### src/rtl/seq_detector_param_if.sv
// Serial detector bus: one data bit per valid cycle, pattern load/clear controls in,
// registered match pulse, saturating match count and armed flag out.
interface seq_detector_param_if #(
    parameter int PAT_W = 4,
    parameter int CNT_W = 8
);
    logic             in_valid;
    logic             in;
    logic             pat_load;
    logic [PAT_W-1:0] pat_in;
    logic             count_clr;
    logic             out;
    logic [CNT_W-1:0] match_count;
    logic             armed;

    modport master (
        output in_valid, in, pat_load, pat_in, count_clr,
        input  out, match_count, armed
    );

    modport slave (
        input  in_valid, in, pat_load, pat_in, count_clr,
        output out, match_count, armed
    );
endinterface

### src/rtl/seq_detector_param.sv
// Programmable serial pattern detector with overlap select and saturating match counter.
// One-cycle registered match pulse; no backpressure, a bit is taken whenever in_valid is high.
module seq_detector_param #(
    parameter int               PAT_W   = 4,
    parameter logic [PAT_W-1:0] PATTERN = 4'b1011,
    parameter bit               OVERLAP = 1'b1,
    parameter int               CNT_W   = 8
) (
    input logic                 clk,
    input logic                 reset,
    seq_detector_param_if.slave bus
);
    localparam int              FILL_W    = $clog2(PAT_W + 1);
    localparam logic [FILL_W-1:0] FILL_FULL = FILL_W'(PAT_W);
    localparam logic [CNT_W-1:0]  CNT_MAX   = {CNT_W{1'b1}};

    logic [PAT_W-1:0]  pat_q;
    logic [PAT_W-1:0]  hist_q;
    logic [PAT_W-1:0]  hist_next;
    logic [FILL_W-1:0] fill_q;
    logic [FILL_W-1:0] fill_next;
    logic [CNT_W-1:0]  cnt_q;
    logic              out_q;
    logic              accept;
    logic              match;

    // A bit arriving alongside a pattern load is dropped.
    assign accept    = bus.in_valid && !bus.pat_load;
    assign hist_next = {hist_q[PAT_W-2:0], bus.in};
    assign fill_next = (fill_q == FILL_FULL) ? FILL_FULL : fill_q + FILL_W'(1);
    assign match     = accept && (fill_next == FILL_FULL) && (hist_next == pat_q);

    always_ff @(posedge clk) begin
        if (reset) begin
            pat_q  <= PATTERN;
            hist_q <= '0;
            fill_q <= '0;
            out_q  <= 1'b0;
        end else if (bus.pat_load) begin
            pat_q  <= bus.pat_in;
            hist_q <= '0;
            fill_q <= '0;
            out_q  <= 1'b0;
        end else begin
            out_q <= match;
            if (accept) begin
                if (match && !OVERLAP) begin
                    hist_q <= '0;
                    fill_q <= '0;
                end else begin
                    hist_q <= hist_next;
                    fill_q <= fill_next;
                end
            end
        end
    end

    // Clear wins over a coincident match; detection state is untouched by it.
    always_ff @(posedge clk) begin
        if (reset || bus.count_clr) begin
            cnt_q <= '0;
        end else if (match && (cnt_q != CNT_MAX)) begin
            cnt_q <= cnt_q + CNT_W'(1);
        end
    end

    assign bus.out         = out_q;
    assign bus.match_count = cnt_q;
    assign bus.armed       = (fill_q == FILL_FULL);
endmodule

### src/flat_wrapper.sv
// flat-port wrapper written by rule: the top's interface ports become plain ports
module seq_detector_param_flat 
#(
    parameter int               PAT_W   = 4,
    parameter logic [PAT_W-1:0] PATTERN = 4'b1011,
    parameter bit               OVERLAP = 1'b1,
    parameter int               CNT_W   = 8
)
  (clk, reset, bus_in_valid, bus_in, bus_pat_load, bus_pat_in, bus_count_clr, bus_out, bus_match_count, bus_armed);
  seq_detector_param_if #(.PAT_W(PAT_W), .CNT_W(CNT_W)) bus_i ();
  input logic clk;
  input logic reset;
  input wire logic [$bits(bus_i.in_valid)-1:0] bus_in_valid;
  input wire logic [$bits(bus_i.in)-1:0] bus_in;
  input wire logic [$bits(bus_i.pat_load)-1:0] bus_pat_load;
  input wire logic [$bits(bus_i.pat_in)-1:0] bus_pat_in;
  input wire logic [$bits(bus_i.count_clr)-1:0] bus_count_clr;
  output wire logic [$bits(bus_i.out)-1:0] bus_out;
  output wire logic [$bits(bus_i.match_count)-1:0] bus_match_count;
  output wire logic [$bits(bus_i.armed)-1:0] bus_armed;
  assign bus_i.in_valid = bus_in_valid;
  assign bus_i.in = bus_in;
  assign bus_i.pat_load = bus_pat_load;
  assign bus_i.pat_in = bus_pat_in;
  assign bus_i.count_clr = bus_count_clr;
  assign bus_out = bus_i.out;
  assign bus_match_count = bus_i.match_count;
  assign bus_armed = bus_i.armed;
  seq_detector_param #(.PAT_W(PAT_W), .PATTERN(PATTERN), .OVERLAP(OVERLAP), .CNT_W(CNT_W)) u_core (.clk(clk), .reset(reset), .bus(bus_i));
endmodule
### config.mk
export PLATFORM = sky130hd
export DESIGN_NAME = seq_detector_param_flat
export DESIGN_NICKNAME = d
export VERILOG_FILES = /design/src/rtl/seq_detector_param_if.sv /design/src/rtl/seq_detector_param.sv /design/src/flat_wrapper.sv
export SDC_FILE = /design/constraint.sdc
export NUM_CORES = 1
export LEC_CHECK = 0
export ABC_CLOCK_PERIOD_IN_PS = 3600
export BUFFER_PORTS_ARGS = -buffer_cell sky130_fd_sc_hd__buf_4
export CORE_UTILIZATION = 45
export CTS_CLUSTER_SIZE = 12
export DETAILED_ROUTE_END_ITERATION = 8
export PLACE_DENSITY = 0.68
export SYNTH_ARGS = -nofsm -noshare
export SYNTH_HDL_FRONTEND = slang
export SYNTH_SLANG_ARGS = --single-unit
### constraint.sdc
create_clock -name clk -period 3.6 [get_ports clk]
set_input_delay 0.36 -clock clk [delete_from_list [all_inputs] [get_ports clk]]
set_output_delay 0.36 -clock clk [all_outputs]
set_load 0.01 [all_outputs]
==> run metrics, run 1 <==
Post-synth EDFFs=0; grt peak-use layer=met2; share of layout cells above drive strength 1=23.3%; Cell Area, Placed=0.00107 sq mm; largest net degree at the start of global routing=11; drc violations=0; H-tree depth=1; Tcrit/Tclk final=approximately 72%; die width=approximately 47 microns; routed vias=781; vias in the first global route=682; DIE AREA=about 0.0022 sq mm; post-route ant nets=0; most common cell after layout, fill and taps aside=buf_4; Tot Pwr=0.000354 W; max-cap viol count=0; Psw=0.0000806 W; Ant. Diodes=0; CP required=3.84 ns; Cells after Synth=102; GRT Util Overall=17.5%; Hold Path Class=input port to register; Critical Path Sink Type=register; RSZ-0062 raised after global routing=no; CTS max path bufs=2; Comb pwr share=8.0%; Worst IR Drop VDD=approximately 230 uV; Slew Limit Fails=0; clock-pin slew on the worst setup and hold paths=~0.11 ns; Max Clock Skew=~0.0041 ns; final setup TNS=0 ns; GPL Wtd Cong=roughly 0.76; Sequential Area=380 sq um; std cell rows=15; sequential area share after synthesis=a little over two fifths; met3 Use GR=3.46%; Synth cell types=33; initial antenna violation count=0; asr flop ratio synth=0%; CTS Hold Bufs=0; DR vias/cell=5.39; CTS resizes=0; WL/cell=11.9 microns; Clk pwr share=30.5%; Die Height=47.0 microns; WS Path Type=register to register; CTS Buf Count=3; GR Util met1=a little under a quarter; clock sinks=19; CTS tree=yes; GR Overflow Total=0; FMAX=about 0.39 GHz; CP Max Fanout=10; hold endpoint=u_core.pat_q[2]; most frequent cells in the layout=buf_4, dfxtp_1, nor2_1, a21oi_1, mux2i_1; clock latency on the worst-skew pair=around 0.30 ns; Worst setup SP type=register; reg2reg end=u_core.bus.match_count[5]; Area Overhead vs Synth=20.2%; leakage power=0.437 nW; first-pass GRT wire length=2770 microns; crit path cell chain=inv_1, ha_1, or4_4, or4_1, or4b_1, a21oi_1; Post-Syn Nets=115; core area=0.00182 sq mm; # setup viols final=0; min-delay src=reset; Synth Cell Area=912 sq um; post-route cell area=0.00110 sq mm; Synth Register Bits=19; Power Density=323 mW/mm^2; worst hold path depth=2; crit path DAT=between 2 and 3 ns; area of the multi-input gates=489 sq um; Int Pwr=around 0.00027 W; drt initial violations=9; First-pass DRT Iterations=4; status=complete, no violations; Slowest cell on crit path=or4_1; Fin. Hold Viols=0; Starting Density=50.1%; io pins=20; DPL Wire Length=1320 microns; nets=between 100 and 150; worst slew pin tran=0.315 ns; r2r setup slk=1.02 ns; sw frac=22.8%; fill count=192; Syn Area/Cell=8.94 sq um; reg2reg start=u_core.fill_q[0]; Most used DFF post-synth=dfxtp_1; I/O Buffers=19; total wire length=1720 microns; post-CTS setup repair buffer count=0; Reg2Reg Depth=6; Root Buffer=clkbuf_4; GR Util met2=28.1%; max incr delay on CP=0.57 ns; Ys Warns=0; sequential share of power=61.5%; crit path time final=2.58 ns; slew margin rel.=78.9%
-- power groups by stage --
stage                     sequential (W)  combinational, W  clock [W]
after floorplan                 0.000221         0.0000183          0
after global placement          0.000222         0.0000280          0
after detailed placement        0.000222         0.0000289          0
after CTS                       0.000218         0.0000289   0.000113
after global routing            0.000218         0.0000315   0.000119
final                           0.000218         0.0000283   0.000108
-- state kept, by name (all words and copies together) (netlist names) --
register	count
u_core.bus.match_count	8
u_core.hist_q	3
u_core.pat_q	4
u_core.fill_q	3
u_core.bus.out	1
-- cells in the mapped netlist, drive strengths merged (3+ instances only) --
master	instances	share of area [%]
and4	3	2.9
xor2	4	3.8
mux2i	6	6.6
nor2	10	4.1
nand2	3	1.2
clkbuf	3	1.2
dfxtp	19	42
ha	3	4.1
o21ai	3	1.6
nand3	5	2.7
a21oi	8	4.4
buf	3	1.4
a211o	3	2.9
nor2b	3	2.1
inv	5	2.1
-- critical path, delay by kind of cell (launching register included) --
family,cells,cell delay [ns]
flops,1,0.40
buf+inv,1,0.06
fa+ha+maj,1,0.30
simple gates,3,1.62
compound gates,1,0.15
-- area by class of cell --
| cell class | count | area share (%) |
|---|---|---|
| multi-input cells | 72 | 44.6 |
| flip-flops and latches | 19 | 34.7 |
| repair buffers | 20 | 13.7 |
| well taps | 25 | 2.85 |
| clock buffers | 4 | 2.40 |
| inverters | 5 | 1.71 |
-- metal layers --
layer / part of all wire, % / wire (microns) / vias to the layer above
met4: 1.1 / 19 / 0
li1: - / - / 403
met5: 0 / 0 / -
met3: 4.1 / 71 / 3
met1: 50 / 865 / 357
met2: 44 / 762 / 18
-- cell families (layout without fill, tap and decap cells) --
group | after synthesis | in the layout | synth area share, %
AO/OA/AOI/OAI | 20 | 20 | 14.7
XOR/XNOR | 4 | 4 | 3.84
adder cells (fa/ha/maj) | 3 | 3 | 4.12
buffers and inverters | 11 | 29 | 4.66
flip-flops | 19 | 19 | 41.7
multiplexers | 6 | 6 | 6.58
AND/OR/NAND/NOR | 39 | 39 | 24.4
-- worst max-delay path by stage --
| stage | startpoint | end | slack (ns) | depth (start not counted) |
|---|---|---|---|---|
| 2_1_floorplan | u_core.fill_q[0] | u_core.bus.match_count[5] | 1.19 | 7 |
| 3_3_place_gp | u_core.fill_q[0] | u_core.bus.match_count[5] | 1.12 | 6 |
| 6_report | u_core.fill_q[0] | u_core.bus.match_count[5] | 1.02 | 6 |
| 5_1_grt | u_core.fill_q[0] | u_core.bus.match_count[5] | 0.90 | 6 |
| 3_5_place_dp | u_core.fill_q[0] | u_core.bus.match_count[5] | 1.03 | 6 |
| 4_1_cts | u_core.fill_q[0] | u_core.bus.match_count[5] | 1.01 | 6 |
-- metrics by stage --
step                      std cells  util [%]  hold WS [ns]  worst slack (ns)
final                           145      60.2         0.257              1.02
after CTS                       145      60.2         0.250              1.01
after global placement          141      58.8         0.488              1.12
after detailed placement        141      58.8         0.497              1.03
after floorplan                 102         -         0.432              1.19
after global routing            145      60.2         0.244             0.905
Power figures use the tool's default switching activity.
==> run 2, diff against run 1 <==
--- a/config.mk
+++ b/config.mk
@@ -5,12 +5,12 @@
 export SDC_FILE = /design/constraint.sdc
 export NUM_CORES = 1
 export LEC_CHECK = 0
-export ABC_CLOCK_PERIOD_IN_PS = 3600
+export ABC_CLOCK_PERIOD_IN_PS = 2100
 export BUFFER_PORTS_ARGS = -buffer_cell sky130_fd_sc_hd__buf_4
 export CORE_UTILIZATION = 45
 export CTS_CLUSTER_SIZE = 12
 export DETAILED_ROUTE_END_ITERATION = 8
-export PLACE_DENSITY = 0.68
+export PLACE_DENSITY = 0.71
 export SYNTH_ARGS = -nofsm -noshare
 export SYNTH_HDL_FRONTEND = slang
 export SYNTH_SLANG_ARGS = --single-unit
==> constraint.sdc (replaced) <==
create_clock -name clk -period 2.1 [get_ports clk]
set_input_delay 0.21 -clock clk [delete_from_list [all_inputs] [get_ports clk]]
set_output_delay 0.21 -clock clk [all_outputs]
set_load 0.01 [all_outputs]
==> run 2 against run 1 <==
The flow now finishes with violations (setup timing); design area up 6.4%; non-clock buffer count up 5; sequential share of layout area down 1.9 points; first-iteration DRC count up 11%; total power up 75%; routed wire length up 9.3%; clock-buffer cell count unchanged; die area unchanged; largest cell class unchanged; largest power group unchanged.
==> run metrics, run 2 (same netlist as run 1, synthesis figures left out) <==
status=complete, but fails checks; failing checks=setup timing; reg2reg end=u_core.bus.match_count[5]; Max Clock Skew=0.00837 ns (+0.00430 ns); CP required=2.35 ns (-1.49 ns); post-route ant nets=0 (unchanged); min-delay src=reset; First-pass DRT Iterations=4 (unchanged); Root Buffer=clkbuf_4; Cell Area, Placed=0.00110 sq mm (+2.7%); worst slew pin tran=0.311 ns (-0.00420 ns); io pins=20 (unchanged); nets=139 (+3.7%); fin cells=150 (+3.4%); total wire length=1880 microns (+9.3%); Starting Density=50.1% (unchanged); core area=0.00182 sq mm (unchanged); initial antenna violation count=0 (unchanged); clock sinks=19 (unchanged); I/O Buffers=19 (unchanged); die width=47.0 microns (unchanged); slew margin rel.=79.2% (+0.28 points); std cell rows=15 (unchanged); met3 Use GR=5.77% (+2.3 points); routed vias=792 (+1.4%); Worst IR Drop VDD=398 uV (+73%); r2r setup slk=-0.09 ns (-1.11 ns); GR Overflow Total=0 (unchanged); WS Path Type=register to register; most frequent cells in the layout=buf_4, dfxtp_1, nor2_1, a21oi_1, mux2i_1; GR Util met2=31.7% (+3.6 points); number of flip-flops in the largest register=8 (unchanged); reg2reg start=u_core.fill_q[1]; Fin. Hold Viols=0 (unchanged); leakage power=0.466 nW (+6.7%); worst hold path depth=2 (unchanged); Ant. Diodes=0 (unchanged); GPL Wtd Cong=0.746 (-1.6%); CP Max Fanout=6 (-4); RSZ-0062 raised after global routing=yes; most common cell after layout, fill and taps aside=buf_4; Worst setup SP type=register; Power Density=531 mW/mm^2 (+64%); Die Height=47.0 microns (unchanged); clock-pin slew on the worst setup and hold paths=0.11 ns (about the same); crit path time final=2.19 ns (-0.394 ns); GRT Util Overall=20.7% (+3.2 points); vias in the first global route=745 (+9.2%); CTS max path bufs=2 (unchanged); crit path DAT=2.44 ns (-0.38 ns); H-tree depth=1 (unchanged); share of layout cells above drive strength 1=32.0% (+8.7 points); Reg2Reg Depth=6 (unchanged); drt initial violations=10 (+1); grt peak-use layer=met2; GR Util met1=26.4% (+2.5 points); drc violations=0 (unchanged); WL/cell=12.5 microns (+5.7%); CTS tree=yes; DPL Wire Length=1320 microns (+0.25%); Area Overhead vs Synth=27.8%; CTS Buf Count=3 (unchanged); largest net degree at the start of global routing=11 (unchanged); Hold Path Class=input port to register; DIE AREA=0.00221 sq mm (unchanged); Final Worst Setup Slack=-0.0909 ns (-1.11 ns); post-route cell area=0.00117 sq mm (+6.4%); Slew Limit Fails=0 (unchanged); placed cell count=144 (+2.1%); clock latency on the worst-skew pair=0.31 ns (about the same); max-cap viol count=0 (unchanged); DR vias/cell=5.28 (-2.0%); FMAX=0.456 GHz (+18%); # setup viols final=2 (+2); first-pass GRT wire length=3110 microns (+12%); hold endpoint=u_core.pat_q[2]; Tcrit/Tclk final=104% (+33 points); Critical Path Sink Type=register
==> run 2: worst max path at each step <==
stage                     slack, ns                         to        startpoint
after floorplan               -0.14  u_core.bus.match_count[5]  u_core.fill_q[1]
after global placement        -0.08  u_core.bus.match_count[5]  u_core.fill_q[1]
after detailed placement      -0.14  u_core.bus.match_count[5]  u_core.fill_q[1]
after CTS                     -0.08  u_core.bus.match_count[5]  u_core.fill_q[1]
after global routing          -0.14  u_core.bus.match_count[5]  u_core.fill_q[1]
final                         -0.09  u_core.bus.match_count[5]  u_core.fill_q[1]
==> run 2: metrics by stage <==
| stage | util, % | worst slack (ns) | total power (W) | hold WS, ns | setup TNS (ns) |
|---|---|---|---|---|---|
| CTS | 63.8 | -0.0812 | 0.000626 | 0.0887 | -0.108 |
| floorplan | - | -0.138 | 0.000412 | 0.282 | -0.163 |
| global placement | 60.3 | -0.0826 | 0.000431 | 0.411 | -0.0826 |
| finish | 64.1 | -0.0909 | 0.000619 | 0.100 | -0.169 |
| detailed placement | 60.3 | -0.139 | 0.000432 | 0.419 | -0.146 |
| global route | 64.1 | -0.139 | 0.000648 | 0.0855 | -0.312 |
==> run 2: power breakdown <==
part / switching, W / internal [W] / leakage (nW)
Sequential: 0.00000489 / 0.000368 / 0.155
Clock: 0.000118 / 0.0000743 / 0.0150
Combinational: 0.0000238 / 0.0000299 / 0.296
==> run 2: area by class of cell <==
class	count	area, sq um
fill	181	654
tap	25	31.3
multi-input combinational	72	515
timing repair buffer	25	191
clock buffer	4	26.3
inverter	5	18.8
sequential	19	383
==> run 2: repair_timing <==
action,in CTS,in global routing
resized for setup,4,2
endpoints found under the setup margin,3,5
pin swaps,2,2
hold buffers,0,0
gates cloned,0,0
buffers inserted,2,0
==> run 2: layer usage <==
metal,vias up,share of wire [%]
met5,-,0
met4,0,2.1
met3,5,4.5
met2,20,46
met1,357,47
li1,410,-
==> run 2: worst max-delay path, cell delays in order, from the launching register on <==
cell     delay, ns
dfxtp_2       0.36
inv_2         0.05
ha_4          0.23
or4_4         0.41
or4_4         0.47
or4b_1        0.48
a21oi_1       0.13
